File: src/rtl/jk_bank_writer.sv
// jk_bank_writer: walks a JK flip-flop bank bit by bit, issuing one
// addressed J/K command per mismatched bit and verifying it a cycle later.
module jk_bank_writer #(
    parameter int W = 8,
    parameter int USE_TOGGLE = 0,
    localparam int SW = (W > 1) ? $clog2(W) : 1,
    localparam int CW = $clog2(W + 1)
) (
    input  logic          clk,
    input  logic          rst,
    input  logic          in_valid,
    output logic          in_ready,
    input  logic [W-1:0]  in_target,
    input  logic [W-1:0]  q_fb,
    output logic          jk_en,
    output logic [SW-1:0] jk_sel,
    output logic          J,
    output logic          K,
    output logic          done,
    output logic          err,
    output logic [CW-1:0] cmd_count
);

    typedef enum logic [1:0] {
        IDLE  = 2'd0,
        SCAN  = 2'd1,
        CHECK = 2'd2,
        DONE  = 2'd3
    } state_t;

    state_t        state;
    state_t        state_nxt;
    logic [SW-1:0] idx;
    logic [SW-1:0] idx_nxt;
    logic [W-1:0]  tgt;
    logic [W-1:0]  tgt_nxt;
    logic          err_nxt;
    logic [CW-1:0] cnt_nxt;
    logic          mism;
    logic          last;

    assign mism = q_fb[idx] != tgt[idx];
    assign last = idx == SW'(W - 1);

    // State and walk registers; reset discards any partial word.
    always_ff @(posedge clk or posedge rst) begin
        if (rst) begin
            state     <= IDLE;
            idx       <= '0;
            tgt       <= '0;
            err       <= 1'b0;
            cmd_count <= '0;
        end else begin
            state     <= state_nxt;
            idx       <= idx_nxt;
            tgt       <= tgt_nxt;
            err       <= err_nxt;
            cmd_count <= cnt_nxt;
        end
    end

    // Next-state logic: accept, scan, verify, finish.
    always_comb begin
        state_nxt = state;
        idx_nxt   = idx;
        tgt_nxt   = tgt;
        err_nxt   = err;
        cnt_nxt   = cmd_count;
        unique case (state)
            IDLE: begin
                if (in_valid) begin
                    tgt_nxt   = in_target;
                    idx_nxt   = '0;
                    err_nxt   = 1'b0;
                    cnt_nxt   = '0;
                    state_nxt = SCAN;
                end
            end
            SCAN: begin
                if (mism) begin
                    cnt_nxt   = cmd_count + CW'(1);
                    state_nxt = CHECK;
                end else if (last) begin
                    state_nxt = DONE;
                end else begin
                    idx_nxt = idx + SW'(1);
                end
            end
            CHECK: begin
                if (mism) begin
                    err_nxt = 1'b1;
                end
                if (last) begin
                    state_nxt = DONE;
                end else begin
                    idx_nxt   = idx + SW'(1);
                    state_nxt = SCAN;
                end
            end
            DONE: begin
                state_nxt = IDLE;
            end
        endcase
    end

    // Command and status decode; all command lines are zero unless strobed.
    always_comb begin
        in_ready = state == IDLE;
        done     = state == DONE;
        jk_en    = (state == SCAN) && mism;
        jk_sel   = '0;
        J        = 1'b0;
        K        = 1'b0;
        if (jk_en) begin
            jk_sel = idx;
            if (USE_TOGGLE != 0) begin
                J = 1'b1;
                K = 1'b1;
            end else begin
                J = tgt[idx];
                K = ~tgt[idx];
            end
        end
    end

endmodule

File: config.mk
export PLATFORM = sky130hd
export DESIGN_NAME = jk_bank_writer
export DESIGN_NICKNAME = d
export VERILOG_FILES = /design/src/rtl/jk_bank_writer.sv
export SDC_FILE = /design/constraint.sdc
export NUM_CORES = 1
export LEC_CHECK = 0
export ABC_AREA = 0
export CAP_MARGIN = 20
export CORE_MARGIN = 2
export CORE_UTILIZATION = 35
export CTS_CLUSTER_SIZE = 40
export DETAILED_ROUTE_END_ITERATION = 12
export HOLD_SLACK_MARGIN = 0.08
export MAX_ROUTING_LAYER = met4
export PLACE_DENSITY_LB_ADDON = 0.2
export REMOVE_ABC_BUFFERS = 1
export SLEW_MARGIN = 20
export SYNTH_ARGS = -nofsm -noshare
export SYNTH_HDL_FRONTEND = slang
export SYNTH_SLANG_ARGS = --single-unit
File: constraint.sdc
create_clock -name clk -period 2.59 [get_ports clk]
set_clock_uncertainty 0.15 [all_clocks]
set_input_delay 0.259 -clock clk [delete_from_list [all_inputs] [get_ports clk]]
set_output_delay 0.259 -clock clk [all_outputs]
set_load 0.01 [all_outputs]
==> results.py <==
metrics = {
    "placed_design": {
        "place_ws_ns": -0.225,
        "routabilityCongestion": 0.689,
        "dpl-instance-area_um2": 1530,
        "dpl.hpwl_mm": 1.84,
        "io_buffer_count": 31,
        "place_inst": 176,
    },
    "floorplanning": {
        "dieArea_um2": 3740,
        "coreArea_um2": 3080,
        "start_util_pct": 37.1,
        "die_height_um": 61.1,
        "io_pins": 32,
        "die_w_um": 61.1,
        "num_rows": 20,
    },
    "clocking": {
        "cts_buffers": 3,
        "cts_sinks": 18,
        "hold_buffers": 0,
        "cts_tree": "yes",
        "clkTransAtPathRegs_ns": 0.11,
        "htree_num_levels": 1,
        "clockBufferDepth": 2,
        "worst_skew_pair.late_latency_ns": 0.29,
        "cts-root-buf": "clkbuf_4",
    },
    "route": {
        "drcViolationCount": 0,
        "vias_per_cell": 4.89,
        "drt_first_pass_iters": 3,
        "avgRoutedWirePerCell_um": 13.7,
        "drt_iter0_drc": 31,
        "wl_mm": 2.51,
        "antenna_left": 0,
        "vias": 895,
    },
    "setup_path": {
        "rrSetupSlack_ns": 0.20,
        "critPathLaunch": "idx[0]",
        "end_kind": "output pin",
        "rr_startpoint": "idx[0]",
        "start_kind": "flop",
        "crit_type": "flop to output pin",
        "arrival_ns": 2.10,
        "path_max_fanout": 5,
        "crit_required_ns": 2.18,
    },
    "sta": {
        "slew-limit-headroom_pct": 51.5,
        "rsz0062_at_grt": "true",
        "slew_violations": 0,
        "finalCriticalPeriod_ns": 2.50,
        "hold_viol": 0,
        "setup-violations-final": 0,
        "fmaxAchievable_mhz": 399,
        "setup_ws_ns": 0.0859,
        "min_period_over_period_pct": 96.7,
        "fin_setup_tns_ns": 0,
        "tightest_slew_ns": 0.727,
    },
    "cells_and_area": {
        "final_common_cell": "clkdlybuf4s50_1",
        "area_growth_pct": 41.3,
        "antenna_cells": 0,
        "fin_nets": 166,
        "postLayoutCellArea_um2": 1610,
        "layout-drive-gt1-share_pct": 26.6,
        "multi_input_area_um2": 674,
        "fillers": 294,
        "instances_no_fill": 183,
        "mostFrequentLayoutCells": "clkdlybuf4s50_1, dfrtp_1, mux2_2",
        "regArea_um2": 452,
    },
    "power_and_ir_drop": {
        "power.leakage_uw": 0.000701,
        "vdd_drop_max_mv": 0.443,
        "p_per_area_nw_per_um2": 1390,
    },
    "global_routing": {
        "gr-total-overflow": 0,
        "grt_pass1_wl_mm": 4.08,
        "grt_pass1_vias": 900,
        "grt_max_degree": 19,
        "grt_use_total_pct": 15.5,
        "antenna_found_initial": 0,
    },
    "run_status": {
        "status": "finished, final reports clean",
    },
    "synthesis": {
        "ys_warn_count": 0,
        "yosysSeqAreaShare_pct": 39.4,
        "ys_types": 31,
        "syn_area_um2": 1140,
        "syn_inst": 100,
        "ys_ff_latch": 18,
        "syn_avg_cell_area_um2": 11.4,
    },
    "run": {
        "drv_cap": 0,
    },
    "worst_hold_path": {
        "hold_path.class": "input pin to asynchronous set/reset pin",
    },
}
-- sequential cells by signal, indices dropped and copies added (netlist names) --
| name | count |
|---|---|
| state | 2 |
| idx | 3 |
| tgt | 8 |
| err | 1 |
| cmd_count | 4 |
-- report_power, final --
part	total [µW]	switching (µW)	internal [µW]
sequential	520	112	408
combinational	1540	708	834
clock	177	91.0	85.7
-- critical path: stages, from the launching register on --
cell and delay [ns]:
dfrtp_2 0.47, mux4_2 0.52, mux2_4 0.35, xnor2_4 0.16
and3_4 0.21, buf_6 0.10
-- Yosys cell counts, drive strengths merged --
master	number	area, µm²
a21boi	1	7.51
a21oi	8	51.3
a311oi	1	8.76
and3	2	12.5
buf	1	5.00
clkbuf	3	11.3
dfrtp	18	450
ha	7	87.6
inv	7	26.3
mux2	10	113
mux2i	7	82.6
mux4	4	90.1
nand2	7	26.3
nand2b	1	6.26
nand3	2	10.0
nand3b	1	7.51
nand4	2	12.5
nor2	2	7.51
nor2b	1	6.26
nor3	4	20.0
nor4	1	6.26
o21a	1	7.51
o21ai	4	20.0
o21bai	2	15.0
o31ai	1	7.51
xnor2	1	27.5
xor2	1	16.3
-- layout make-up --
cell class / instances / share of cell area, %
clock buffers: 4 / 2.25
flip-flops and latches: 18 / 28.0
well taps: 44 / 3.41
multi-input cells: 71 / 41.8
inverters: 7 / 1.63
repair buffers: 39 / 22.9
-- through the flow --
step	total power [µW]	hold WS, ns	utilization, %
4_1_cts	2120	0.235	51.2
6_report	2240	0.221	52.4
2_1_floorplan	1400	0.0476	-
3_3_place_gp	1840	0.337	49.7
5_1_grt	2420	0.263	52.4
3_5_place_dp	1880	0.342	49.7
-- path summary, 6_finish.rpt --
path,depth (start not counted),to
setup reg to reg,6,idx[0]
hold / removal,2,cmd_count[3]
max in group asynchronous,2,idx[0]
hold reg to reg,1,tgt[0]
min in group clk,1,tgt[0]
setup / recovery,5,jk_sel[0]
-- routing by layer --
metal / global-route usage [%] / vias to the layer above / share of wire, %
li1: - / 437 / -
met1: 20.3 / 435 / 48
met2: 24.5 / 21 / 48
met3: 2.10 / 2 / 4.3
met4: 5.59 / 0 / 0.52
met5: - / - / 0
-- logic make-up after synthesis --
| group | count (synthesis) | share of synthesized area [%] |
|---|---|---|
| compound gates | 18 | 10.3 |
| fa+ha+maj | 7 | 7.67 |
| flops | 18 | 39.4 |
| buf+inv | 11 | 3.72 |
| mux | 21 | 25.0 |
| xor+xnor | 2 | 3.83 |
| simple gates | 23 | 10.1 |
-- what timing repair did --
action,in CTS,in global routing
cloned,0,0
setup endpoints to repair,6,6
pin swaps,0,0
setup buffers,2,1
resized for setup,19,10
Power figures use the tool's default switching activity.
